<file path="src/rtl/if_fetch_unit_pkg.sv">
// rtl/if_fetch_unit_pkg.sv - shared fetch-stage types and constants
package if_fetch_unit_pkg;

  typedef enum logic [1:0] {
    FETCH = 2'd0,
    HOLD  = 2'd1,
    DROP  = 2'd2
  } fetch_state_e;

  localparam logic [31:0] DEFAULT_NOP_INSTR = 32'h0000_0013;
  localparam logic [31:0] DEFAULT_RESET_PC  = 32'h0000_0000;

  function automatic logic [31:0] word_align(input logic [31:0] addr);
    return {addr[31:2], 2'b00};
  endfunction

endpackage

</file>
<file path="src/rtl/if_fetch_unit.sv">
// rtl/if_fetch_unit.sv - instruction fetch: PC register, imem handshake, stall buffer, redirect drop
module if_fetch_unit
  import if_fetch_unit_pkg::*;
#(
  parameter logic [31:0] RESET_PC  = DEFAULT_RESET_PC,
  parameter logic [31:0] NOP_INSTR = DEFAULT_NOP_INSTR
) (
  input  logic        clock,
  input  logic        reset,
  input  logic        StallF,
  input  logic        Redirect,
  input  logic [31:0] RedirectPC,
  output logic        imem_req,
  output logic [31:0] imem_addr,
  input  logic        imem_ack,
  input  logic [31:0] imem_rdata,
  output logic [31:0] InstrF,
  output logic [31:0] PCF,
  output logic [31:0] PCPlus4F,
  output logic        FetchValid
);

  fetch_state_e state, state_d;
  logic [31:0]  pc_q, pc_d;
  logic [31:0]  buf_q, buf_d;
  logic [31:0]  tgt_q, tgt_d;
  logic [31:0]  pc_plus4;
  logic [31:0]  redirect_pc;

  assign pc_plus4    = pc_q + 32'd4;
  assign redirect_pc = word_align(RedirectPC);

  always_ff @(posedge clock or posedge reset) begin
    if (reset) begin
      state <= FETCH;
      pc_q  <= RESET_PC;
      buf_q <= 32'd0;
      tgt_q <= 32'd0;
    end else begin
      state <= state_d;
      pc_q  <= pc_d;
      buf_q <= buf_d;
      tgt_q <= tgt_d;
    end
  end

  // Redirect outranks StallF everywhere; DROP keeps the request alive until the stale ack returns.
  always_comb begin
    state_d = state;
    pc_d    = pc_q;
    buf_d   = buf_q;
    tgt_d   = tgt_q;
    case (state)
      FETCH: begin
        if (Redirect) begin
          if (imem_ack) begin
            pc_d = redirect_pc;
          end else begin
            tgt_d   = redirect_pc;
            state_d = DROP;
          end
        end else if (imem_ack) begin
          if (StallF) begin
            buf_d   = imem_rdata;
            state_d = HOLD;
          end else begin
            pc_d = pc_plus4;
          end
        end
      end
      HOLD: begin
        if (Redirect) begin
          pc_d    = redirect_pc;
          state_d = FETCH;
        end else if (!StallF) begin
          pc_d    = pc_plus4;
          state_d = FETCH;
        end
      end
      DROP: begin
        if (Redirect) begin
          tgt_d = redirect_pc;
          if (imem_ack) begin
            pc_d    = redirect_pc;
            state_d = FETCH;
          end
        end else if (imem_ack) begin
          pc_d    = tgt_q;
          state_d = FETCH;
        end
      end
      default: state_d = FETCH;
    endcase
  end

  always_comb begin
    imem_req   = 1'b0;
    FetchValid = 1'b0;
    InstrF     = NOP_INSTR;
    case (state)
      FETCH: begin
        imem_req   = 1'b1;
        FetchValid = imem_ack;
        InstrF     = imem_ack ? imem_rdata : NOP_INSTR;
      end
      HOLD: begin
        FetchValid = 1'b1;
        InstrF     = buf_q;
      end
      DROP: begin
        imem_req = 1'b1;
      end
      default: ;
    endcase
  end

  assign imem_addr = pc_q;
  assign PCF       = pc_q;
  assign PCPlus4F  = pc_plus4;

endmodule

</file>
<file path="config.mk">
export PLATFORM = sky130hd
export DESIGN_NAME = if_fetch_unit
export DESIGN_NICKNAME = d
export VERILOG_FILES = /design/src/rtl/if_fetch_unit_pkg.sv /design/src/rtl/if_fetch_unit.sv
export SDC_FILE = /design/constraint.sdc
export NUM_CORES = 1
export LEC_CHECK = 0
export ABC_AREA = 1
export CAP_MARGIN = 20
export CORE_MARGIN = 2
export CORE_UTILIZATION = 39
export CTS_CLUSTER_DIAMETER = 40
export DETAILED_ROUTE_END_ITERATION = 10
export GPL_TIMING_DRIVEN = 0
export PLACE_DENSITY = 0.65
export SYNTH_ARGS = -nofsm -noshare
export SYNTH_HDL_FRONTEND = slang
export SYNTH_SLANG_ARGS = --single-unit
</file>
<file path="constraint.sdc">
create_clock -name clock -period 5 [get_ports clock]
set_input_delay 0.5 -clock clock [delete_from_list [all_inputs] [get_ports clock]]
set_output_delay 0.5 -clock clock [all_outputs]
set_load 0.01 [all_outputs]
</file>
# ---- Word level (Yosys, flattened, before mapping)
# Index checks and enable logic that the tools add are counted.
dict set report totals {
  reg_bits 98
  inputBits 69
  output_inout_bits 130
  wordCells 49
}
dict set report classes {
  n_addsub 1
  eq_ne 11
  muxes 24
  bitwise_logic 1
  reduce_logical 8
}
# operator n
set ops {}
lappend ops {{$mux 32} 11}
lappend ops {{$pmux 32 s2} 2}
lappend ops {{$pmux 32 s3} 1}
lappend ops {{$add 32x3->32 const B} 1}
lappend ops {{$ne 3x3->1 const B} 5}
lappend ops {{$mux 2} 7}
lappend ops {{$ne 2x2->1 const B} 4}
lappend ops {{$reduce_and 4->1} 2}
lappend ops {{$pmux 2 s3} 1}
lappend ops {{$reduce_and 5->1} 1}
lappend ops {{$reduce_and 3->1} 1}
lappend ops {{$reduce_bool 3->1} 1}
lappend ops {{$eq 2x1->1 const B} 1}
lappend ops {{$eq 2x2->1 const B} 1}
lappend ops {{$logic_not 2->1} 1}
lappend ops {{$pmux 1 s2} 1}
lappend ops {{$reduce_bool 2->1} 1}
lappend ops {{$reduce_or 2->1} 1}
lappend ops {{$mux 1} 1}
lappend ops {{$not 1->1} 1}

# ---- Logic depth before layout (Yosys ltp)
# Gate-level depths: netlist of run 1.
dict set report logic_depth {
  ltp_word 5
  depth_mapped 14
  ltp_nobuf 14
}

# ---- Worst setup path after synthesis of run 1
# No wires, ideal clock.
dict set report synth_timing {
  path_type {reg-to-output}
  start {register pc_q[2] (netlist: PCF[2])}
  end {output PCPlus4F[16]}
  arrival_time_ps 1446
  slack_ps 3054
  path_stages_with_launch 7
  path_cell_list {dfrtp_1 ha_1 nand2_1 nor2_1 nand2_1 nor2_2 xor2_1}
}
dict set report synth_between {
  elab_chain_len 1
}
# item line
set synth_lines {}
lappend synth_lines {{from (decl)} if_fetch_unit.sv:24} ;# logic [31:0] pc_q, pc_d;
lappend synth_lines {{from (signal assigned)} if_fetch_unit.sv:41} ;# pc_q <= pc_d;
lappend synth_lines {{$add 32x3->32} if_fetch_unit.sv:30} ;# assign pc_plus4 = pc_q + 32'd4;
lappend synth_lines {{to (decl)} if_fetch_unit.sv:19} ;# output logic [31:0] PCPlus4F,
# Every way passes these cells.

# ---- Final worst setup path of run 1
dict set report layout_timing {
  start {input imem_ack}
  end {output InstrF[10]}
}
dict set report layout_between {
  elab_chain_len 2
}
# item line
set layout_lines {}
lappend layout_lines {{from (decl)} if_fetch_unit.sv:15} ;# input logic imem_ack,
lappend layout_lines {{$mux 32} if_fetch_unit.sv:104} ;# InstrF = imem_ack ? imem_rdata : NOP_INSTR;
lappend layout_lines {{$pmux 32 s2} if_fetch_unit.sv:100} ;# case (state)
lappend layout_lines {{to (decl)} if_fetch_unit.sv:17} ;# output logic [31:0] InstrF,
# Every way passes these cells.

==> results of run 1 <==
routing by layer:
metal,vias up,share of wire,global-route usage
met5,-,0,0
li1,3806,-,-
met2,353,0.45,0.394
met3,37,0.092,0.0587
met1,3471,0.44,0.333
met4,0,0.023,0.0813
area by class of cell:
class	count	area, um^2
timing repair buffer	196	1980
clock inverter	6	91.3
tap	229	287
fill	1810	8200
multi-input combinational	796	3820
clock buffer	10	239
sequential	96	2400
buffer	84	468
inverter	108	410
metrics by stage:
step,setup slack [ns],cell area (um^2),cells
final,1.66,9700,1525
after global routing,1.56,9700,1525
after CTS,1.65,9700,1525
after detailed placement,1.67,9370,1509
after global placement,0.206,9340,1508
after floorplan,1.99,7100,1084
registers in the layout, summed over array words and instances, names as in the netlist:
signal and flops:
PCF 32, buf_q 32, state 2, tgt_q 30
synthesized netlist by cell type, types with 2 or more instances:
library cell	number	area [um^2]
o221ai_1	2	17.5
o21ai_1	5	25.0
inv_2	6	22.5
inv_1	100	375
nor2_2	6	37.5
a32oi_1	2	17.5
clkbuf_1	26	97.6
o21ai_0	82	410
xor2_2	5	81.3
nor2_4	8	90.1
mux2_2	32	360
buf_1	6	22.5
a21oi_1	45	225
nor2_1	108	405
and2_1	2	12.5
buf_2	17	85.1
dfrtp_1	96	2400
nor3_1	3	15.0
nand2_2	5	31.3
ha_1	4	50.1
nand2_1	389	1460
xor2_1	10	87.6
buf_4	35	263
nand3_1	61	305
o22ai_1	9	56.3
a22oi_1	16	120
placed cells by master (no fill, tap or decap), types with 8 or more instances in the layout:
cell	instances
buf_2	17
mux2_2	32
nor2_4	8
a22oi_1	16
clkbuf_1	26
a21oi_1	45
xor2_1	10
nor2_1	108
clkdlybuf4s50_1	195
nand2_1	389
dfrtp_1	96
clkbuf_16	9
o21ai_0	82
inv_1	99
o22ai_1	9
nand3_1	61
buf_4	35
power by group through the flow:
stage               Sequential (mW)  Clock [mW]  Combinational (mW)
global route                   1.67       0.831                4.36
finish                         1.60       0.781                3.94
floorplan                      1.54           0                2.29
CTS                            1.60       0.804                3.94
detailed placement             1.61           0                3.92
global placement               1.60           0                3.89
cells by family (layout without fill, tap and decap cells):
family          Yosys count  in the layout
buf+inv                 192            404
flops                    96             96
mux                      32             32
fa+ha+maj                 4              4
compound gates          162            162
xor+xnor                 15             15
simple gates            583            583
tightest hold or removal path, delay by kind of cell, from the launching register on:
family / cells / cell delay [ns]
AO/OA/AOI/OAI: 1 / 0.06
flip-flops: 1 / 0.35
AND/OR/NAND/NOR: 1 / 0.05
worst paths after layout:
path | startpoint | end | slack (ns) | cells past startpoint
worst min register to register | buf_q[27]$_DFFE_PP0P_ | buf_q[27]$_DFFE_PP0P_ | 0.49 | 2
worst max-delay path | imem_ack | InstrF[10] | 1.66 | 6
min in group asynchronous | reset | buf_q[14]$_DFFE_PP0P_ | 0.55 | 2
worst max register to register | state[0]$_DFFE_PP0P_ | PCF[24]$_DFFE_PP0P_ | 2.62 | 10
max in group asynchronous | reset | tgt_q[12]$_DFFE_PP0P_ | 3.77 | 3
worst min-delay path | buf_q[27]$_DFFE_PP0P_ | buf_q[27]$_DFFE_PP0P_ | 0.49 | 2
==> results.yml, run 1 <==
setup_path:
  crit_chain: "clkdlybuf4s50_1 -> buf_2 -> nand2_1 -> clkbuf_1 -> o21ai_0 -> clkdlybuf4s50_1"
  cp_max_fo: 10
  start_kind: "input pin"
  cp_top_family: "buffers and inverters"
  cpPeakStageDelay_ns: 0.61
  cp_num_buf_inv: 4
  end_kind: "output pin"
  arrival_ns: 2.84
  crit_required_ns: 4.50
  crit_top_cell: "clkdlybuf4s50_1"
  worst-setup-path-type: "input pin to output pin"
  cp_slowest_cell: "clkdlybuf4s50_1"
detailed_routing:
  wl_per_cell_um: 15.7
  antenna_left: 0
  num_vias: 7667
  drc: 0
  drtIter0Drc: 569
  avgViaCountPerCell: 5.03
  drt-total-wl_um: 23900
  first_pass_iters: 6
sta:
  period_share: 0.667
  tightest_slew_ns: 0.736
  hold_violations: 0
  fin_worst_skew_ns: 0.00560
  slew_violations: 0
  rsz0062_at_grt: "false"
  period_needed_ns: 3.34
  finalSetupTns_ns: 0
  setup_violations: 0
  max_freq_mhz: 300
  holdWs_ns: 0.487
  max_slew_margin: 0.509
clocking:
  cts-root-buf: "clkbuf_16"
  insertion_delay_ns: 0.35
  cts_resized: 0
  clockBufferDepth: 2
  path_clk_slew_ns: 0.07
  cts_setup_buffers: 0
  cts_hold_buffers: 0
  h-tree-depth: 3
  cts_buffers: 9
  cts_tree: "done"
  cts_sinks: 96
synthesis:
  synthXorXnorAreaFrac: 0.0238
  synth_top_flop_cell: "dfrtp_1"
  synth-edff-count: 0
  syn_nets: 1157
  syn_area_mm2: 0.00710
  ys.warnings.count: 0
  synthArstFlopShare: 1.00
  synthDistinctLibCells: 30
  syn_area_per_cell_um2: 6.55
  yosys.area_share.simple: 0.333
  ys_seq_elements: 96
  synth_fa_ha_area_frac: 0.00705
  synth_top_family_by_area: "simple AND/OR/NAND/NOR gates"
  synth_compound_area_frac: 0.124
  muxShareOfSynthArea: 0.0507
  synth_cells: 1084
  ys_seq_area_frac: 0.338
floorplan:
  ios: 199
  fp.dieArea_mm2: 0.0193
  coreArea_mm2: 0.0179
  rows: 49
  fp.dieH_um: 139
  die_x_um: 139
  initial_core_util: 0.397
global_routing:
  grt_pass1_vias: 7257
  antenna_found_initial: 1
  grt_usage: 0.247
  grt_overflow_total: 0
  grt_pass1_wl_um: 38900
  grt_max_degree: 57
placed_design:
  globalplace.congestion: 0.924
  numPortBuffers: 195
  hpwlAfterDp_um: 17400
power:
  p_clk_frac: 0.124
  p_sw_frac: 0.446
  max-vdd-ir-drop_uv: 282
  p_sw_mw: 2.82
  leakagePower_nw: 4.63
  comb_power_share: 0.623
  p_seq_frac: 0.253
  powerDensity_mw_per_mm2: 652
  totalPowerFinal_mw: 6.32
  p_int_mw: 3.51
layout:
  drive_above_1_share: 0.103
  area_growth_pct: 36.6
  fin_util: 0.542
  final_nets: 1364
  antenna_cells: 0
worst_hold_path:
  min_path_type: "register to register"
status:
  status: "completed"
run:
  drv_cap: 0
(Power assumes the default switching activity.)
==> run 2: changes to the inputs <==
--- a/config.mk
+++ b/config.mk
@@ -12,7 +12,7 @@
 export CTS_CLUSTER_DIAMETER = 40
 export DETAILED_ROUTE_END_ITERATION = 10
 export GPL_TIMING_DRIVEN = 0
-export PLACE_DENSITY = 0.65
+export PLACE_DENSITY = 0.68
 export SYNTH_ARGS = -nofsm -noshare
 export SYNTH_HDL_FRONTEND = slang
 export SYNTH_SLANG_ARGS = --single-unit
==> constraint.sdc (replaced) <==
create_clock -name clock -period 3 [get_ports clock]
set_input_delay 0.3 -clock clock [delete_from_list [all_inputs] [get_ports clock]]
set_output_delay 0.3 -clock clock [all_outputs]
set_load 0.01 [all_outputs]
==> run 2 against run 1 <==
Against the previous run: first-iteration DRC count increased by 18%; sequential share of layout area increased by 0.093 points; wire length decreased by 2.5%; highest routed layer is now met5; hold slack got worse by 0.10 ns; count of clock-buffer cells in the layout unchanged; largest cell class unchanged; setup slack got worse by 1.5 ns; die area unchanged; critical path depth increased by 1; clock power increased by 51%; clock skew increased by 0.0015 ns.
==> results.yml, run 2 (synthesized netlist as in run 1, its figures left out) <==
clocking:
  cts_hold_buffers: 0
  cts_sinks: 96
  h-tree-depth: 3
  cts_tree: "done"
  cts-root-buf: "clkbuf_16"
  clockBufferDepth: 2
  cts_setup_buffers: 0
  path_clk_slew_ns: 0.07
  cts_buffers: 9
  insertion_delay_ns: 0.36
placed_design:
  globalplace.congestion: 0.895
  hpwlAfterDp_um: 17200
  numPortBuffers: 195
run:
  drv_cap: 0
setup_path:
  crit_chain: "ha_1 -> nand2_1 -> nor2_1 -> nand2_1 -> nor2_4 -> xor2_1 -> clkdlybuf4s50_1"
  r2r-end: "PCF[24]$_DFFE_PP0P_"
  cp_num_buf_inv: 1
  r2r_setup_slack_ns: 0.64
  timing.rr.start: "state[0]$_DFFE_PP0P_"
  cpPeakStageDelay_ns: 0.59
  crit_start: "PCF[3]$_DFFE_PP0P_"
  arrival_ns: 2.54
  crit_top_cell: "nand2_1"
  cp_top_family: "simple AND/OR/NAND/NOR gates"
  cp_max_fo: 7
  end_kind: "output pin"
  start_kind: "register"
  crit_cells: 7
  cp_slowest_cell: "clkdlybuf4s50_1"
  crit_required_ns: 2.70
  worst_r2r_path_depth: 10
  worst-setup-path-type: "register to output pin"
  crit_end: "PCPlus4F[16]"
global_routing:
  grt_pass1_wl_um: 37500
  grt_max_degree: 50
  grt_overflow_total: 0
  grt_pass1_vias: 7056
  grt_usage: 0.241
  antenna_found_initial: 2
floorplan:
  ios: 199
  fp.dieH_um: 139
  rows: 49
  initial_core_util: 0.397
  die_x_um: 139
  fp.dieArea_mm2: 0.0193
  coreArea_mm2: 0.0179
sta:
  period_share: 0.948
  hold_violations: 0
  fin_worst_skew_ns: 0.00714
  tightest_slew_ns: 0.750
  period_needed_ns: 2.84
  max_slew_margin: 0.500
  rsz0062_at_grt: "false"
  slew_violations: 0
  max_freq_mhz: 352
  setup_violations: 0
detailed_routing:
  drtIter0Drc: 670
  num_vias: 7671
  wl_per_cell_um: 15.3
  drt-total-wl_um: 23300
  drc: 0
  avgViaCountPerCell: 5.03
  antenna_left: 0
  first_pass_iters: 6
power:
  leakagePower_nw: 4.62
  powerDensity_mw_per_mm2: 1080
  totalPowerFinal_mw: 10.4
  max-vdd-ir-drop_uv: 454
layout:
  drive_above_1_share: 0.106
  area_growth_pct: 36.1
  final_cell_mix: "nand2_1, clkdlybuf4s50_1, nor2_1"
  fillers: 1764
  fin_util: 0.540
  antenna_cells: 0
  final_nets: 1364
  final_common_cell: "nand2_1"
status:
  status: "completed"
worst_hold_path:
  min_path_type: "input pin to async pin"
[run 2: cell count changes in the layout (fill, tap and decap cells not counted), moves of 2 or more]
cell / change
clkbuf_2: +3
clkinvlp_4: +2
clkinv_4: -2
clkbuf_1: -2
clkinv_2: +2
[run 2: metal layers]
layer,track usage,part of all wire
met1,0.326,0.44
met2,0.374,0.44
met3,0.0587,0.095
met4,0.0914,0.026
met5,0,0.00051
[run 2: how the worst min path moves through the flow]
stage,startpoint,to,slack (ns),depth (start not counted)
final,reset,buf_q[21]$_DFFE_PP0P_,0.39,2
after global routing,reset,buf_q[21]$_DFFE_PP0P_,0.47,2
after CTS,reset,buf_q[16]$_DFFE_PP0P_,0.41,2
after detailed placement,buf_q[21]$_DFFE_PP0P_,buf_q[21]$_DFFE_PP0P_,0.47,2
after global placement,buf_q[27]$_DFFE_PP0P_,buf_q[27]$_DFFE_PP0P_,0.47,2
after floorplan,RedirectPC[8],tgt_q[8]$_DFFE_PP0P_,0.45,1
[run 2: area by class of cell]
class,count,area [um^2],area share
Buffer,84,472,0.0488
Clock buffer,10,229,0.0237
Clock inverter,6,60.1,0.00621
Inverter,108,410,0.0424
Multi-Input combinational cell,796,3830,0.396
Sequential cell,96,2400,0.249
Tap cell,229,287,0.0296
Timing Repair Buffer,196,1980,0.205
[run 2: through the flow]
step	worst slack [ns]	instance area [um^2]	TNS (ns)	hold slack, ns	cells
finish	0.155	9670	0	0.386	1525
global route	0.00732	9670	0	0.473	1525
CTS	0.00155	9660	0	0.413	1525
detailed placement	0.0256	9370	0	0.474	1509
global placement	-1.48	9340	-141.77	0.466	1508
floorplan	0.195	7100	0	0.450	1084
[run 2: where the power goes]
group	switching, mW	internal [mW]	leakage [nW]	total [mW]
Sequential	0.709	1.96	1.17	2.67
Combinational	3.46	3.13	3.31	6.59
Clock	0.540	0.643	0.138	1.18
[run 2: what timing repair did]
item,4_1_cts,5_1_grt
pin swaps,0,0
resized for setup,1,7
hold endpoints to repair,0,0
cloned,0,0
setup endpoints to repair,1,22
==> run 3: changes to the inputs <==
--- a/config.mk
+++ b/config.mk
@@ -6,13 +6,15 @@
 export NUM_CORES = 1
 export LEC_CHECK = 0
 export ABC_AREA = 1
+export ABC_CLOCK_PERIOD_IN_PS = 3000
 export CAP_MARGIN = 20
-export CORE_MARGIN = 2
+export CORE_MARGIN = 3
 export CORE_UTILIZATION = 39
 export CTS_CLUSTER_DIAMETER = 40
 export DETAILED_ROUTE_END_ITERATION = 10
 export GPL_TIMING_DRIVEN = 0
 export PLACE_DENSITY = 0.68
+export SETUP_SLACK_MARGIN = 0.5
 export SYNTH_ARGS = -nofsm -noshare
 export SYNTH_HDL_FRONTEND = slang
 export SYNTH_SLANG_ARGS = --single-unit
==> run 3 against run 2 <==
Against the previous run: cell count increased by 2.4%; sequential power fell by 2%; power increased by 5.1%; design area increased by 5.9%; register-to-register slack gained 0.06 ns; critical path depth up 4; global-route usage increased by 0.38 points; combinational power grew 6.1%; count of clock-buffer cells in the layout down 1; non-clock buffer count grew 40; via count grew 4.4%; clock skew up 0.0013 ns; critical path type unchanged; critical endpoint is now PCPlus4F[26]; largest cell class unchanged.
==> results.yml, run 3 (synthesized netlist as in run 1, its figures left out) <==
setup_path:
  arrival_ns: 2.24
  worst-setup-path-type: "register to output pin"
  cp_top_family: "simple AND/OR/NAND/NOR gates"
  end_kind: "output pin"
  r2r_setup_slack_ns: 0.70
  cp_num_buf_inv: 3
  start_kind: "register"
  crit_required_ns: 2.70
  cp_slowest_cell: "dfrtp_2"
  cpPeakStageDelay_ns: 0.40
  crit_chain: "ha_2 -> nand2_1 -> nor2_2 -> nand2_2 -> buf_4 -> nor2_4 -> buf_4 -> nand2_1 -> nand2_1 -> nand2_1 -> dlygate4sd2_1"
  worst_r2r_path_depth: 10
  timing.rr.start: "state[0]$_DFFE_PP0P_"
  r2r-end: "PCF[5]$_DFFE_PP0P_"
  crit_top_cell: "nand2_1"
  cp_max_fo: 4
clocking:
  clockBufferDepth: 2
  cts-root-buf: "clkbuf_16"
  cts_tree: "done"
  cts_sinks: 96
  cts_buffers: 9
  path_clk_slew_ns: 0.07
  insertion_delay_ns: 0.36
  cts_hold_buffers: 0
  h-tree-depth: 3
global_routing:
  grt_max_degree: 28
  grt_pass1_vias: 7332
  grt_overflow_total: 0
  grt_usage: 0.244
  grt_pass1_wl_um: 38900
  antenna_found_initial: 1
placed_design:
  globalplace.congestion: 0.915
  dpl_worst_slack_ns: 0.213
  hpwlAfterDp_um: 17800
  numPortBuffers: 195
power:
  p_sw_mw: 4.84
  p_seq_frac: 0.238
  leakagePower_nw: 5.35
  powerDensity_mw_per_mm2: 1070
  p_int_mw: 6.13
  p_sw_frac: 0.441
  max-vdd-ir-drop_uv: 500
  p_clk_frac: 0.126
  comb_power_share: 0.637
layout:
  fillers: 1697
  drive_above_1_share: 0.166
  final_nets: 1404
  final_common_cell: "nand2_1"
  regArea_mm2: 0.00243
  final_cell_mix: "nand2_1, clkdlybuf4s50_1, nor2_1"
  area_growth_pct: 44.2
  fin_util: 0.584
  antenna_cells: 0
  multi_input_area_mm2: 0.00389
floorplan:
  fp.dieArea_mm2: 0.0199
  fp.dieH_um: 141
  coreArea_mm2: 0.0175
  die_x_um: 141
  ios: 199
  initial_core_util: 0.405
  rows: 48
detailed_routing:
  num_vias: 8005
  avgViaCountPerCell: 5.13
  drtIter0Drc: 709
  first_pass_iters: 5
  antenna_left: 0
  wl_per_cell_um: 15.8
  drt-total-wl_um: 24700
  drc: 0
sta:
  fin_worst_skew_ns: 0.00839
  period_needed_ns: 2.54
  setup_violations: 0
  finalSetupTns_ns: 0
  period_share: 0.847
  rsz0062_at_grt: "true"
  setup_ws_ns: 0.458
  slew_violations: 0
  holdWs_ns: 0.351
  max_slew_margin: 0.533
  max_freq_mhz: 393
  tightest_slew_ns: 0.701
  hold_violations: 0
run:
  drv_cap: 0
worst_hold_path:
  min_path_type: "input pin to async pin"
status:
  status: "completed"
run 3: changes by cell type in the layout (fill, tap and decap cells not counted), moves of 11 or more:
cell / previous run / this run
buf_4: 35 / 75
clkdlybuf4s50_1: 195 / 148
dfrtp_1: 95 / 70
dfrtp_2: 1 / 26
dlygate4sd2_1: 0 / 11
dlymetal6s2s_1: 0 / 35
run 3: power by group through the flow:
stage          registers (mW)  logic [mW]  clock network (mW)
2_1_floorplan            2.57        3.82                   0
6_report                 2.61        6.99                1.38
3_5_place_dp             2.68        6.55                   0
4_1_cts                  2.61        6.83                1.40
5_1_grt                  2.70        7.73                1.44
3_3_place_gp             2.66        6.46                   0
run 3: through the flow:
step           cell area, um^2  instances  total power, mW
2_1_floorplan             7110       1084             6.39
3_3_place_gp              9340       1504             9.12
3_5_place_dp              9400       1507             9.23
4_1_cts                   9990       1543             10.8
5_1_grt                  10200       1561             11.9
6_report                 10200       1561             11.0
run 3: how the worst max path moves through the flow:
stage | start | cells after the start | to | slack (ns)
6_report | PCF[3]$_DFFE_PP0P_ | 11 | PCPlus4F[26] | 0.46
5_1_grt | PCF[23]$_DFFE_PP0P_ | 7 | PCPlus4F[30] | 0.38
4_1_cts | state[0]$_DFFE_PP0P_ | 6 | InstrF[18] | 0.47
3_5_place_dp | imem_ack | 6 | InstrF[18] | 0.21
3_3_place_gp | imem_ack | 6 | InstrF[18] | 0.21
2_1_floorplan | PCF[2]$_DFFE_PP0P_ | 12 | PCF[16]$_DFFE_PP0P_ | 1.14
run 3: timing repair:
item,CTS,global route
setup endpoints to repair,56,65
gates resized for setup,63,57
buffers inserted,20,18
pin swaps,7,5
run 3: layout make-up:
class                   instances  area share
clock inverters                 7      0.0116
plain buffers                  84      0.0502
repair buffers                236       0.231
multi-input cells             796       0.380
flip-flops and latches         96       0.238
well taps                     225      0.0275
inverters                     108      0.0402
clock buffers                   9      0.0220
run 3: per-layer routing:
layer / GRT usage / wire, um / vias to the layer above
met4: 0.0729 / 539 / 2
met5: 0 / 13 / -
met2: 0.385 / 11000 / 395
met1: 0.331 / 10700 / 3686
li1: - / - / 3878
met3: 0.0648 / 2380 / 44
